File: src/rtl/bus_arbiter_split.sv
// Round-robin arbiter for the shared serial bus with single-outstanding split tracking.
// A split master is parked until its slave reports ready, then re-granted with B_SPL_RESUME.
module bus_arbiter_split #(
    parameter int unsigned NUM_MASTERS = 2,
    parameter int unsigned NUM_SLAVES  = 3,
    parameter int unsigned MW          = (NUM_MASTERS > 1) ? $clog2(NUM_MASTERS) : 1,
    parameter int unsigned SW          = (NUM_SLAVES > 1) ? $clog2(NUM_SLAVES) : 1
) (
    input  logic                   CLK,
    input  logic                   RST,
    input  logic [NUM_MASTERS-1:0] M_REQ,
    output logic [NUM_MASTERS-1:0] M_GRANT,
    output logic [NUM_MASTERS-1:0] M_SPLIT,
    output logic [MW-1:0]          BUS_OWNER,
    input  logic [NUM_SLAVES-1:0]  SL_SEL,
    input  logic                   B_SBSY,
    input  logic [NUM_SLAVES-1:0]  SL_READY,
    output logic                   B_SPLIT,
    output logic                   B_SPL_RESUME,
    output logic                   SPLIT_OVF
);

    typedef enum logic [1:0] {StIdle, StGrant, StResume} state_e;

    state_e                   state_q, state_d;
    logic [MW-1:0]            rr_ptr_q, rr_ptr_d;
    logic [MW-1:0]            owner_q, owner_d;
    logic                     split_valid_q, split_valid_d;
    logic [MW-1:0]            split_mst_q, split_mst_d;
    logic [SW-1:0]            split_slv_q, split_slv_d;
    logic                     ovf_q, ovf_d;
    logic [NUM_MASTERS-1:0]   grant_q, grant_d;
    logic [NUM_MASTERS-1:0]   msplit_q, msplit_d;
    logic                     resume_q, resume_d;

    logic [NUM_MASTERS-1:0]   eligible;
    logic [2*NUM_MASTERS-1:0] rotated;
    int                       first_k;
    int                       pick_sum;
    logic [MW-1:0]            rr_pick;
    logic [MW-1:0]            rr_next;
    logic [SW-1:0]            sel_idx;
    logic                     slv_ready;

    function automatic logic [NUM_MASTERS-1:0] mst_onehot(input logic [MW-1:0] idx);
        return {{(NUM_MASTERS-1){1'b0}}, 1'b1} << idx;
    endfunction

    assign eligible  = M_REQ & ~msplit_q;
    assign slv_ready = |(SL_READY & (NUM_SLAVES'(1) << split_slv_q));

    // Rotate the eligible set so bit 0 is rr_ptr, then take the lowest set bit.
    always_comb begin
        rotated = {eligible, eligible} >> rr_ptr_q;
        first_k = 0;
        for (int k = int'(NUM_MASTERS) - 1; k >= 0; k--) begin
            if (rotated[k]) first_k = k;
        end
        pick_sum = int'(rr_ptr_q) + first_k;
        if (pick_sum >= int'(NUM_MASTERS)) pick_sum = pick_sum - int'(NUM_MASTERS);
        rr_pick = MW'(pick_sum);
        rr_next = (32'(rr_pick) + 32'd1 == NUM_MASTERS) ? '0 : rr_pick + 1'b1;
    end

    always_comb begin
        sel_idx = '0;
        for (int s = int'(NUM_SLAVES) - 1; s >= 0; s--) begin
            if (SL_SEL[s]) sel_idx = SW'(s);
        end
    end

    always_ff @(posedge CLK) begin
        if (RST) begin
            state_q       <= StIdle;
            rr_ptr_q      <= '0;
            owner_q       <= '0;
            split_valid_q <= 1'b0;
            split_mst_q   <= '0;
            split_slv_q   <= '0;
            ovf_q         <= 1'b0;
            grant_q       <= '0;
            msplit_q      <= '0;
            resume_q      <= 1'b0;
        end else begin
            state_q       <= state_d;
            rr_ptr_q      <= rr_ptr_d;
            owner_q       <= owner_d;
            split_valid_q <= split_valid_d;
            split_mst_q   <= split_mst_d;
            split_slv_q   <= split_slv_d;
            ovf_q         <= ovf_d;
            grant_q       <= grant_d;
            msplit_q      <= msplit_d;
            resume_q      <= resume_d;
        end
    end

    always_comb begin
        state_d       = state_q;
        rr_ptr_d      = rr_ptr_q;
        owner_d       = owner_q;
        split_valid_d = split_valid_q;
        split_mst_d   = split_mst_q;
        split_slv_d   = split_slv_q;
        ovf_d         = ovf_q;
        case (state_q)
            StIdle: begin
                // A ready split slave outranks any new request.
                if (split_valid_q && slv_ready) begin
                    state_d = StResume;
                    owner_d = split_mst_q;
                end else if (|eligible) begin
                    state_d  = StGrant;
                    owner_d  = rr_pick;
                    rr_ptr_d = rr_next;
                end
            end
            StGrant: begin
                if (B_SBSY && !split_valid_q) begin
                    split_valid_d = 1'b1;
                    split_mst_d   = owner_q;
                    split_slv_d   = sel_idx;
                    state_d       = StIdle;
                end else begin
                    if (B_SBSY) ovf_d = 1'b1;
                    if (!M_REQ[owner_q]) state_d = StIdle;
                end
            end
            StResume: begin
                if (!M_REQ[split_mst_q]) begin
                    split_valid_d = 1'b0;
                    state_d       = StIdle;
                end
            end
            default: state_d = StIdle;
        endcase
    end

    always_comb begin
        grant_d  = (state_d == StIdle) ? '0 : mst_onehot(owner_d);
        msplit_d = split_valid_d ? mst_onehot(split_mst_d) : '0;
        resume_d = (state_d == StResume);
    end

    assign M_GRANT      = grant_q;
    assign M_SPLIT      = msplit_q;
    assign BUS_OWNER    = owner_q;
    assign B_SPLIT      = split_valid_q;
    assign B_SPL_RESUME = resume_q;
    assign SPLIT_OVF    = ovf_q;

endmodule

File: config.mk
export PLATFORM = sky130hd
export DESIGN_NAME = bus_arbiter_split
export DESIGN_NICKNAME = d
export VERILOG_FILES = /design/src/rtl/bus_arbiter_split.sv
export SDC_FILE = /design/constraint.sdc
export NUM_CORES = 1
export LEC_CHECK = 0
export BUFFER_PORTS_ARGS = -buffer_cell sky130_fd_sc_hd__buf_2
export CAP_MARGIN = 10
export CELL_PAD_IN_SITES_DETAIL_PLACEMENT = 1
export CELL_PAD_IN_SITES_GLOBAL_PLACEMENT = 1
export CORE_MARGIN = 2
export CORE_UTILIZATION = 37
export CTS_BUF_LIST = sky130_fd_sc_hd__clkbuf_16
export DETAILED_ROUTE_END_ITERATION = 8
export PLACE_DENSITY_LB_ADDON = 0.25
export SYNTH_ARGS = -nofsm -noshare
export SYNTH_HDL_FRONTEND = slang
export SYNTH_SLANG_ARGS = --single-unit
File: constraint.sdc
create_clock -name CLK -period 1.6 [get_ports CLK]
set_input_delay 0.16 -clock CLK [delete_from_list [all_inputs] [get_ports CLK]]
set_output_delay 0.16 -clock CLK [all_outputs]
set_load 0.03 [all_outputs]
# Word level (Yosys, flattened, before mapping)
# Cells that the tools add are included.
# classes
n_shift	4
div_mod_pow	0
add_sub_neg	4
n_mux	25
reduce_logical	12
bitwise_logic	6
eq_ne	4
mul	0
n_lt_le_gt_ge	3
# op_table
cell	count
2-bit by 32-bit adder with 32-bit output	1
32-bit by 3-bit greater-or-equal comparator with 1-bit output, second input constant	1
32-bit two-way mux	1
2-bit two-way mux	8
1-bit two-way mux	14
2-bit == test, second input constant	3
2-bit case mux with 3 select lines	1
3-bit AND reduction	2
2-bit OR reduction	3
2-bit logical NOT	2
1-bit by 2-bit less-than comparator with 1-bit output, second input constant	2
1-bit by 1-bit << shifter with 2-bit output, first input constant	2
4-bit by 1-bit right shift with 2-bit output	1
3-bit bitwise AND	1
1-bit NOT	3
3-bit OR reduction	1
1-bit by 2-bit << shifter with 3-bit output, first input constant	1
1-bit by 1-bit adder with 2-bit output, second input constant	1
2-bit bitwise AND	1
2-bit by 1-bit == test with 1-bit output, second input constant	1
1-bit logical AND	2
2-bit NOT	1
1-bit case mux with 2 select lines	1
2-bit AND reduction	1
3 further kinds	3
# word_totals
ramBits	0
rom_bits	0
out_inout_bits	8
regBits	14
mem_count	0
wordCells	68
latchBits	0

# Longest topological paths before layout
# Gate-level depths: netlist of run 1.
# logic_depth
depth_word	12
mapped_depth	7

# Worst setup path after synthesis of run 1
# No wires, ideal clock.
# synth_timing
path_kind	reg2reg
startpoint	register owner_q, in the netlist BUS_OWNER
endpoint	register resume_q, in the netlist B_SPL_RESUME
stages_incl_launch_ff	6
slack_ps	107
arrival_ps	1405
setup_time_ps	88
period_less_slack_ps	1493
path_cell_list	dfxtp_1 > mux2i_1 > o32ai_4 > a21oi_2 > a2bb2oi_2 > nor4_2
# synth_via
elab_chain_len	6
# synth_lines
item	line	rtl
start: declaration	27	logic [MW-1:0] owner_q, owner_d;
start signal: assignment	87	owner_q <= owner_d;
1-bit two-way mux (not written as such) (2 in a row)	126	if (!M_REQ[owner_q]) state_d = StIdle;
2-bit two-way mux	126	
2-bit two-way mux	119	if (B_SBSY && !split_valid_q) begin
2-bit case mux with 3 select lines	106	case (state_q)
2-bit == test	142	resume_d = (state_d == StResume);
end signal: assignment	94	resume_q <= resume_d;
end: declaration	34	logic resume_q, resume_d;
# Every way passes these cells. The select of a mux whose other input is x is not followed.
# A chain may end at the register's enable or synchronous reset.

# Worst setup path in the final report of run 1
# layout_timing
startpoint	register state_q[1]
endpoint	register resume_q, in the netlist B_SPL_RESUME
# layout_via
elab_chain_len	4
word_cells_on_any_way	10
classes_between	eq/ne (3); mux (6); reduce/logical (1)
# layout_lines
item	line	rtl
start: declaration	25	state_e state_q, state_d;
start signal: assignment	74	state_q <= StIdle;
start signal: assignment	85	state_q <= state_d;
2-bit two-way mux, on equally long branches	126, 112	
2-bit two-way mux, on equally long branches	119, 109	
2-bit case mux with 3 select lines *	106	
2-bit == test *	142	
# Mark *: on every way between the ends. The rest lies on a longest branch, timed or not.

==> results of run 1 <==
-- tightest hold or removal path, cell delays in order --
cell	delay, ps
buf_2	110
a31oi_1	70
nor2_1	70
-- metal layers --
layer | GRT usage | part of all wire | vias to the layer above
met5 | 0 | 0 | -
met2 | 0.2940 | 0.47 | 22
li1 | - | - | 322
met4 | 0.08571 | 0.016 | 0
met1 | 0.2287 | 0.44 | 300
met3 | 0.03704 | 0.070 | 3
-- layout make-up --
cell class | count | area (µm²)
clock buffers | 3 | 75.07
flip-flops and latches | 14 | 281.5
repair buffers | 21 | 112.6
well taps | 27 | 33.78
inverters | 6 | 22.52
multi-input cells | 56 | 427.9
fillers | 243 | 964.7
clock inverters | 1 | 3.754
-- placed cells by master (no fill, tap or decap) --
cell type,count
buf_2,18
dfxtp_1,13
nor2_1,10
inv_1,5
a21oi_1,5
mux2i_1,4
nor3_1,4
nor2b_1,3
clkbuf_16,3
buf_4,3
nand3b_1,2
and2_1,2
nor3b_1,2
nand2_1,2
a31oi_1,2
ha_2,2
ha_1,2
inv_2,1
o21ai_0,1
o32ai_4,1
a21oi_2,1
o21ai_2,1
a2bb2oi_2,1
nand2b_1,1
o211ai_1,1
and4_1,1
a22oi_1,1
a211oi_2,1
nor4b_1,1
a311o_1,1
a221oi_1,1
a21o_2,1
nor4_2,1
nor3b_2,1
clkinv_1,1
dfxtp_2,1
-- flip-flops by register name (all words and copies together), names as in the netlist --
register,flops
BUS_OWNER,1
state_q,2
M_SPLIT,2
B_SPL_RESUME,1
SPLIT_OVF,1
rr_ptr_q,1
M_GRANT,2
B_SPLIT,1
split_mst_q,1
split_slv_q,2
-- kinds of logic after synthesis --
group	Yosys count	share of synthesized area
compound gates	18	0.2146
flops	14	0.3816
simple gates	30	0.2385
mux	4	0.05452
buf+inv	8	0.04258
fa+ha+maj	4	0.06815
-- per-stage QoR --
stage | total power, mW | instances | setup WS, ps
finish | 1.057 | 128 | 117.7
global route | 1.112 | 128 | 3.219
CTS | 1.065 | 128 | 36.28
detailed placement | 0.5908 | 124 | 60.11
global placement | 0.5855 | 124 | 94.78
floorplan | 0.5243 | 78 | 106.6
-- worst max path at each step --
stage | from | to | slack, ps | cells after the start
floorplan | BUS_OWNER$_SDFF_PP0_ | B_SPL_RESUME$_SDFF_PP0_ | 110 | 5
global route | state_q[1]$_SDFF_PP0_ | B_SPL_RESUME$_SDFF_PP0_ | 3 | 7
finish | state_q[1]$_SDFF_PP0_ | B_SPL_RESUME$_SDFF_PP0_ | 120 | 7
CTS | state_q[1]$_SDFF_PP0_ | B_SPL_RESUME$_SDFF_PP0_ | 40 | 7
detailed placement | state_q[1]$_SDFF_PP0_ | B_SPL_RESUME$_SDFF_PP0_ | 60 | 7
global placement | state_q[0]$_SDFF_PP0_ | M_SPLIT[0]$_SDFF_PP0_ | 90 | 7
-- report_power, final --
part	switching [mW]	internal (mW)	total, mW
Clock	0.140	0.330	0.470
Combinational	0.118	0.0846	0.202
Sequential	0.0137	0.370	0.384
==> results.md, run 1 <==
* Worst r2r src: state_q[1]$_SDFF_PP0_
* Final core utilization at 0.4980
* Latest clock arrival within the worst-skew pair at 250 ps
* Worst Skew at a little under 6 ps
* RSZ-0062 raised after global routing: no
* DRT Wirelength at approximately 1800 µm
* Startpoint types: flip-flop
* I/O pins at 19
* Resize count post-CTS at 0
* Diode count at 0
* Synth cell count leaders: dfxtp_1 (14), nor2_1 (10), inv_1 (6)
* Hold Vio Cnt, Final at 0
* Core Area at roughly 1900 µm²
* Clock root buffer: clkbuf_16
* Gr usage total at 0.1804
* CTS sink count at 14
* Warnings from Yosys at 0
* Number of global-route vias before repair at 694
* Hold_ws at around 200 ps
* Post-synth EDFFs at 0
* Period Utilization, post-route at 0.9264
* Worst hold stages at 3
* Final Wtd Congestion at ~0.74
* LEAKAGE at 0.4105 nW
* Synth area leaders: dfxtp_1 (38%), ha_1 (6.8%), mux2i_1 (5.5%)
* Hold Crit Endpoint: SPLIT_OVF$_SDFFE_PP0P_
* Reg2Reg Setup Slack at 120 ps
* Post-synthesis cell type count at 31
* Number of CTS-inserted buffers at 3
* Worst Hold Launch: B_SBSY
* Postcts setup bufs at 0
* Max FO, Critical Path at 4
* Final Net Count at approximately 120
* Critical-path cell list: inv_2 -> ha_2 -> inv_1 -> o32ai_4 -> a21oi_2 -> a2bb2oi_2 -> nor4_2
* Die Area at about 2400 µm²
* Post-Syn Nets at between 90 and 100
* Slowest Stage Delay on Critical Path at approximately 330 ps
* Slowest stage cell, crit path: dfxtp_1
* Worst-margin pin slew at ~340 ps
* Synth area leader: dfxtp_1
* Top cell type's share of synthesized area at 0.3816
* Placed cell area at 872.1 µm²
* Row cnt at 16
* Drt wl/cell at around 14 µm
* Die W at 48.56 µm
* Mapped Cells at 78
* Ys async rst share at 0
* Synth Cell Area at 734.5 µm²
* Largest net degree at the start of global routing at 13
* CTS tree: done
* PortBufs at 18
* Syn_area_per_cell at around 9.4 µm²
* Area growth syn-to-layout at 30.32%
* Max clock buf depth at 2
* Final setup vio count at 0
* Top delay family on crit path: compound AO/OA/AOI/OAI gates
* Max Transition Viols Final at 0
* Via count at between 600 and 700
* Starting Density at 0.3822
* R2R cell count at 7
* Via/cell ratio at a little over 5
* Status: complete, no violations
* CP Data Arrival Time at roughly 1600 ps
* First-pass GRT wire length at about 3200 µm
* Rel. slew slack at 0.7646
* Initial antenna violation count at 0
* DRC viols at 0
* CTS Hold Bufs at 0
* Yosys reg bits at 14
* Bufs and invs on worst path at 2
* DR pass1 iterations at 4
* TNS Setup at 0 ps
* CP Class: reg2reg
* Post-route design area at 957.2 µm²
* GRT Residual Overflow at 0
* HPWL after DPL at approximately 1400 µm
* Share of cells above drive strength 1 at 0.3564
* Max Cap Viol at 0
* Final min period at ~1500 ps
* Die Y at slightly below 50 µm
* Post-synth top flop: dfxtp_1
* Worst hold path class: in2reg
* Crit path required time at between 1500 and 2000 ps
* ANT nets after route at 0
* H-tree depth at 1
* Fmax at slightly below 0.7 GHz
* Iteration-0 DRC Markers at 9
* Worst-path clk slew at 50 ps
* Count leader, synth: dfxtp_1
* Worst setup EP type: flip-flop
* Pwr/cell area at roughly 1100 nW/µm²
* R2R Path End: B_SPL_RESUME$_SDFF_PP0_
* VDD IR-drop max at ~0.69 mV
* Seq/Total Area, Yosys at 0.3816
Power figures use the tool's default switching activity.
==> inputs of run 2 (changes only) <==
CORE_MARGIN = default   (was 2)
==> results.md, run 2 (same netlist as run 1, synthesis figures left out) <==
* Dpl cells at 121 (was 124)
* Final setup vio count at 0 (unchanged)
* I/O pins at 19 (unchanged)
* CP Data Arrival Time at 1640 ps (was 1630 ps)
* H-tree depth at 1 (unchanged)
* HPWL after DPL at 1400 µm (was 1388 µm)
* PortBufs at 18 (unchanged)
* Hold_ws at 221.2 ps (was 205.6 ps)
* Die W at 46.56 µm (was 48.56 µm)
* ANT nets after route at 0 (unchanged)
* VDD IR-drop max at 0.5919 mV (was 0.6908 mV)
* Worst hold path class: in2reg (unchanged)
* DRC viols at 0 (unchanged)
* Starting Density at 0.4076 (was 0.3822)
* Area growth syn-to-layout at 31.01% (was 30.32%)
* Worst Skew at 1.634 ps (was 5.893 ps)
* WL met1 at 819 µm (was 784 µm)
* Largest net degree at the start of global routing at 13 (unchanged)
* Max FO, Critical Path at 5 (was 4)
* Placed cell area at 862.1 µm² (was 872.1 µm²)
* Clock root buffer: clkbuf_16 (unchanged)
* Max Transition Viols Final at 0 (unchanged)
* CTS sink count at 14 (unchanged)
* Hold Vio Cnt, Final at 0 (unchanged)
* Die Y at 46.56 µm (was 48.56 µm)
* Gr usage total at 0.2129 (was 0.1804)
* Post-route setup slack at 82.38 ps (was 117.7 ps)
* Latest clock arrival within the worst-skew pair at 240 ps (was 250 ps)
* DRT Wirelength at 1902 µm (was 1776 µm)
* Diode count at 0 (unchanged)
* Design Power at 1.067 mW (was 1.057 mW)
* Max clock buf depth at 2 (unchanged)
* GRT Residual Overflow at 0 (unchanged)
* Drt wl/cell at 15.10 µm (was 13.88 µm)
* Number of CTS-inserted buffers at 3 (unchanged)
* Post-route design area at 962.2 µm² (was 957.2 µm²)
* Via/cell ratio at 5.294 (was 5.055)
* TNS Setup at 0 ps (unchanged)
* CTS Hold Bufs at 0 (unchanged)
* Worst-margin pin slew at 309.2 ps (was 343.2 ps)
* Most common cell after layout, fill and taps aside: buf_2 (unchanged)
* R2R Path End: BUS_OWNER$_SDFF_PP0_ (was B_SPL_RESUME$_SDFF_PP0_)
* Routed met2 length at 966 µm (was 838 µm)
* Most frequent cells in the layout: buf_2 (18), dfxtp_1 (12), nor2_1 (10) (was buf_2 (18), dfxtp_1 (13), nor2_1 (10))
* Core Area at 1802 µm² (was 1922 µm²)
* Via count at 667 (was 647)
* Max layer used: met4 (unchanged)
* LEAKAGE at 0.4130 nW (was 0.4105 nW)
* Fin cells at 126 (was 128)
* DR pass1 iterations at 4 (unchanged)
* CTS tree: done (unchanged)
* CP Class: reg2reg (unchanged)
* Status: complete, no violations (unchanged)
* Row cnt at 15 (was 16)
* First-pass GRT wire length at 3174 µm (was 3208 µm)
* Final min period at 1518 ps (was 1482 ps)
* Max Cap Viol at 0 (unchanged)
* Worst Hold Launch: B_SBSY (unchanged)
* Final Wtd Congestion at 0.7639 (was 0.7447)
* Number of global-route vias before repair at 713 (was 694)
* Final core utilization at 0.5340 (was 0.4980)
* Worst-path clk slew at 50 ps (about the same)
* Place WS at 18.29 ps (was 60.11 ps)
* Reg2Reg Setup Slack at 80 ps (was 120 ps)
* Iteration-0 DRC Markers at 3 (was 9)
* Startpoint types: flip-flop (unchanged)
* Final Net Count at 117 (unchanged)
* Worst hold stages at 3 (unchanged)
* Initial antenna violation count at 0 (unchanged)
* Worst setup path startpoint: state_q[0]$_SDFF_PP0_ (was state_q[1]$_SDFF_PP0_)
* Worst setup EP type: flip-flop (unchanged)
* RSZ-0062 raised after global routing: no (unchanged)
* R2R cell count at 7 (unchanged)
* Metal3 WL at 68 µm (was 124 µm)
* Rel. slew slack at 0.7879 (was 0.7646)
* Fmax at 0.6589 GHz (was 0.6746 GHz)
* Share of cells above drive strength 1 at 0.3762 (was 0.3564)
* Die Area at 2167 µm² (was 2358 µm²)
* Period Utilization, post-route at 0.9485 (was 0.9264)
* Worst r2r src: state_q[0]$_SDFF_PP0_ (was state_q[1]$_SDFF_PP0_)
* Crit path required time at 1720 ps (was 1750 ps)
* Hold Crit Endpoint: SPLIT_OVF$_SDFFE_PP0P_ (unchanged)
* Pwr/cell area at 1108 nW/µm² (was 1104 nW/µm²)
==> run 2: cell counts in the layout (fill, tap and decap cells not counted) <==
No cell type changed its count.
==> run 2: worst max-delay path by stage <==
stage,endpoint,slack (ps),cells past startpoint
after floorplan,B_SPL_RESUME$_SDFF_PP0_,110,5
after global placement,M_GRANT[0]$_SDFF_PP0_,100,5
after detailed placement,B_SPL_RESUME$_SDFF_PP0_,20,7
after CTS,B_SPL_RESUME$_SDFF_PP0_,2,7
after global routing,BUS_OWNER$_SDFF_PP0_,3,7
final,BUS_OWNER$_SDFF_PP0_,80,7
==> run 2: what timing repair did <==
action	in CTS	in global routing
resized for setup	0	6
buffers inserted	0	1
endpoints found under the setup margin	0	8
==> run 2: power breakdown <==
group | switching (mW) | internal [mW]
clock | 0.139 | 0.330
combinational | 0.122 | 0.0877
sequential | 0.0167 | 0.371
==> run 2: cell type report <==
class	instances	area, µm²
Clock buffer	3	75.07
Clock inverter	1	3.754
Fill cell	231	839.6
Inverter	6	22.52
Multi-Input combinational cell	56	434.2
Sequential cell	14	282.8
Tap cell	25	31.28
Timing Repair Buffer	21	112.6
==> run 2: critical path, cell delays in order (launching register included) <==
cell and delay, ps:
dfxtp_2 360, inv_1 100, ha_2 230, o211ai_1 110
a22oi_1 110, a211oi_2 290, buf_4 160, nor2_1 30
==> run 2: per-layer routing <==
| layer | GRT usage | vias to the layer above |
|---|---|---|
| li1 | - | 325 |
| met1 | 0.2447 | 311 |
| met2 | 0.3667 | 25 |
| met3 | 0.03529 | 6 |
| met4 | 0.1176 | 0 |
| met5 | 0 | - |
==> inputs of run 3 (changes only) <==
BUFFER_PORTS_ARGS = -buffer_cell sky130_fd_sc_hd__clkbuf_2   (was -buffer_cell sky130_fd_sc_hd__buf_2)
==> results.md, run 3 (same netlist as run 1, synthesis figures left out) <==
* Status: complete, no violations (unchanged)
* Starting Density at 0.4076 (unchanged)
* Die W at 46.56 µm (unchanged)
* Startpoint types: flip-flop (unchanged)
* Worst hold path class: in2reg (unchanged)
* Clock root buffer: clkbuf_16 (unchanged)
* Final core utilization at 0.5299 (was 0.5340)
* Core Area at 1802 µm² (unchanged)
* Final setup vio count at 0 (unchanged)
* Most frequent cells in the layout: clkbuf_2 (18), dfxtp_1 (12), nor2_1 (10) (was buf_2 (18), dfxtp_1 (12), nor2_1 (10))
* Hold Vio Cnt, Final at 0 (unchanged)
* Period Utilization, post-route at 0.9586 (was 0.9485)
* Die Y at 46.56 µm (unchanged)
* Max clock buf depth at 2 (unchanged)
* HPWL after DPL at 1481 µm (was 1400 µm)
* Die Area at 2167 µm² (unchanged)
* Row cnt at 15 (unchanged)
* ANT nets after route at 0 (unchanged)
* GRT Residual Overflow at 0 (unchanged)
* Design Power at 1.069 mW (was 1.067 mW)
* First-pass GRT wire length at 3167 µm (was 3174 µm)
* DRT Wirelength at 1978 µm (was 1902 µm)
* RSZ-0062 raised after global routing: yes (was no)
* Placed cell area at 862.1 µm² (unchanged)
* Critical-path cell list: nor2b_1 -> o32ai_4 -> a21oi_2 -> a2bb2oi_2 -> nor4_2 (was inv_1 -> ha_2 -> o211ai_1 -> a22oi_1 -> a211oi_2 -> buf_4 -> nor2_1)
* Pwr/cell area at 1120 nW/µm² (was 1108 nW/µm²)
* Post-route design area at 954.7 µm² (was 962.2 µm²)
* Postcts setup bufs at 0 (unchanged)
* Diode count at 0 (unchanged)
* Max Cap Viol at 0 (unchanged)
* Latest clock arrival within the worst-skew pair at 240 ps (about the same)
* Rel. slew slack at 0.7338 (was 0.7879)
* I/O pins at 19 (unchanged)
* Fmax at 0.6520 GHz (was 0.6589 GHz)
* Final Net Count at 116 (was 117)
* CTS sink count at 14 (unchanged)
* Slowest stage cell, crit path: dfxtp_1 (was dfxtp_2)
* CP Class: reg2reg (unchanged)
* Number of CTS-inserted buffers at 3 (unchanged)
* PortBufs at 18 (unchanged)
* Final min period at 1534 ps (was 1518 ps)
* VDD IR-drop max at 0.6919 mV (was 0.5919 mV)
* Slowest Stage Delay on Critical Path at 560 ps (was 360 ps)
* Initial antenna violation count at 0 (unchanged)
* Max Transition Viols Final at 0 (unchanged)
* Most common cell after layout, fill and taps aside: clkbuf_2 (was buf_2)
* Via count at 670 (was 667)
* Worst setup EP type: flip-flop (unchanged)
* Max FO, Critical Path at 11 (was 5)
* Worst Skew at 2.264 ps (was 1.634 ps)
* Share of cells above drive strength 1 at 0.3700 (was 0.3762)
* Area growth syn-to-layout at 29.98% (was 31.01%)
* Worst-margin pin slew at 398.8 ps (was 309.2 ps)
* CP Data Arrival Time at 1690 ps (was 1640 ps)
* Via/cell ratio at 5.360 (was 5.294)
* Drt wl/cell at 15.82 µm (was 15.10 µm)
* Worst-path clk slew at 50 ps (about the same)
* DRC viols at 0 (unchanged)
* CTS tree: done (unchanged)
* Largest net degree at the start of global routing at 13 (unchanged)
* DR pass1 iterations at 4 (unchanged)
* LEAKAGE at 0.4031 nW (was 0.4130 nW)
* Crit path required time at 1760 ps (was 1720 ps)
* Final Wtd Congestion at 0.7453 (was 0.7639)
* Gr usage total at 0.2148 (was 0.2129)
* Iteration-0 DRC Markers at 3 (unchanged)
* Number of global-route vias before repair at 693 (was 713)
* H-tree depth at 1 (unchanged)
==> run 3: cell count changes in the layout (fill, tap and decap cells not counted), sizes merged <==
| cell | change |
|---|---|
| buf | -19 |
| clkbuf | +18 |
==> run 3: final timing paths <==
check,from,to,slack (ps),cells past startpoint
max,B_SPLIT$_SDFF_PP0_,B_SPL_RESUME$_SDFF_PP0_,70,5
min,B_SBSY,SPLIT_OVF$_SDFFE_PP0P_,240,3
max reg2reg,B_SPLIT$_SDFF_PP0_,B_SPL_RESUME$_SDFF_PP0_,70,5
min reg2reg,SPLIT_OVF$_SDFFE_PP0P_,SPLIT_OVF$_SDFFE_PP0P_,500,2
==> run 3: area by class of cell <==
class	count	area, µm²
inverters	6	22.52
fillers	224	847.1
flip-flops and latches	14	282.8
clock buffers	3	75.07
multi-input cells	56	434.2
repair buffers	20	105.1
clock inverters	1	3.754
well taps	25	31.28
==> run 3: per-stage QoR <==
| step | hold slack (ps) | std cells | TNS (ps) | setup slack, ps |
|---|---|---|---|---|
| after global routing | 276.3 | 125 | -28.22 | -18.30 |
| after CTS | 235.0 | 125 | 0 | 0.6887 |
| after floorplan | 239.9 | 78 | 0 | 106.6 |
| final | 238.5 | 125 | 0 | 66.25 |
| after global placement | 463.8 | 121 | 0 | 94.43 |
| after detailed placement | 472.2 | 121 | 0 | 16.22 |
==> run 3: timing repair <==
item / CTS / global route
pin swaps: 0 / 1
resized for setup: 1 / 5
hold buffers: 0 / 0
setup endpoints to repair: 2 / 7
==> run 3: power breakdown <==
part | total, mW | internal [mW] | switching (mW)
clock | 0.478 | 0.331 | 0.148
sequential | 0.388 | 0.370 | 0.0180
combinational | 0.202 | 0.0808 | 0.121
total | 1.07 | 0.782 | 0.287
==> run 3: routing by layer <==
layer	vias to the layer above	wire length, µm	share of wire	GRT usage
met1	325	847	0.43	0.2482
met5	-	0	0	0
li1	322	-	-	-
met2	18	1013	0.51	0.3833
met3	5	86	0.043	0.03529
met4	0	30	0.015	0.08824
==> run 3: critical path: cells and delay by family (launching register included) <==
kind | cells | cell delay, ps
simple gates | 2 | 340
compound gates | 3 | 550
flops | 1 | 560
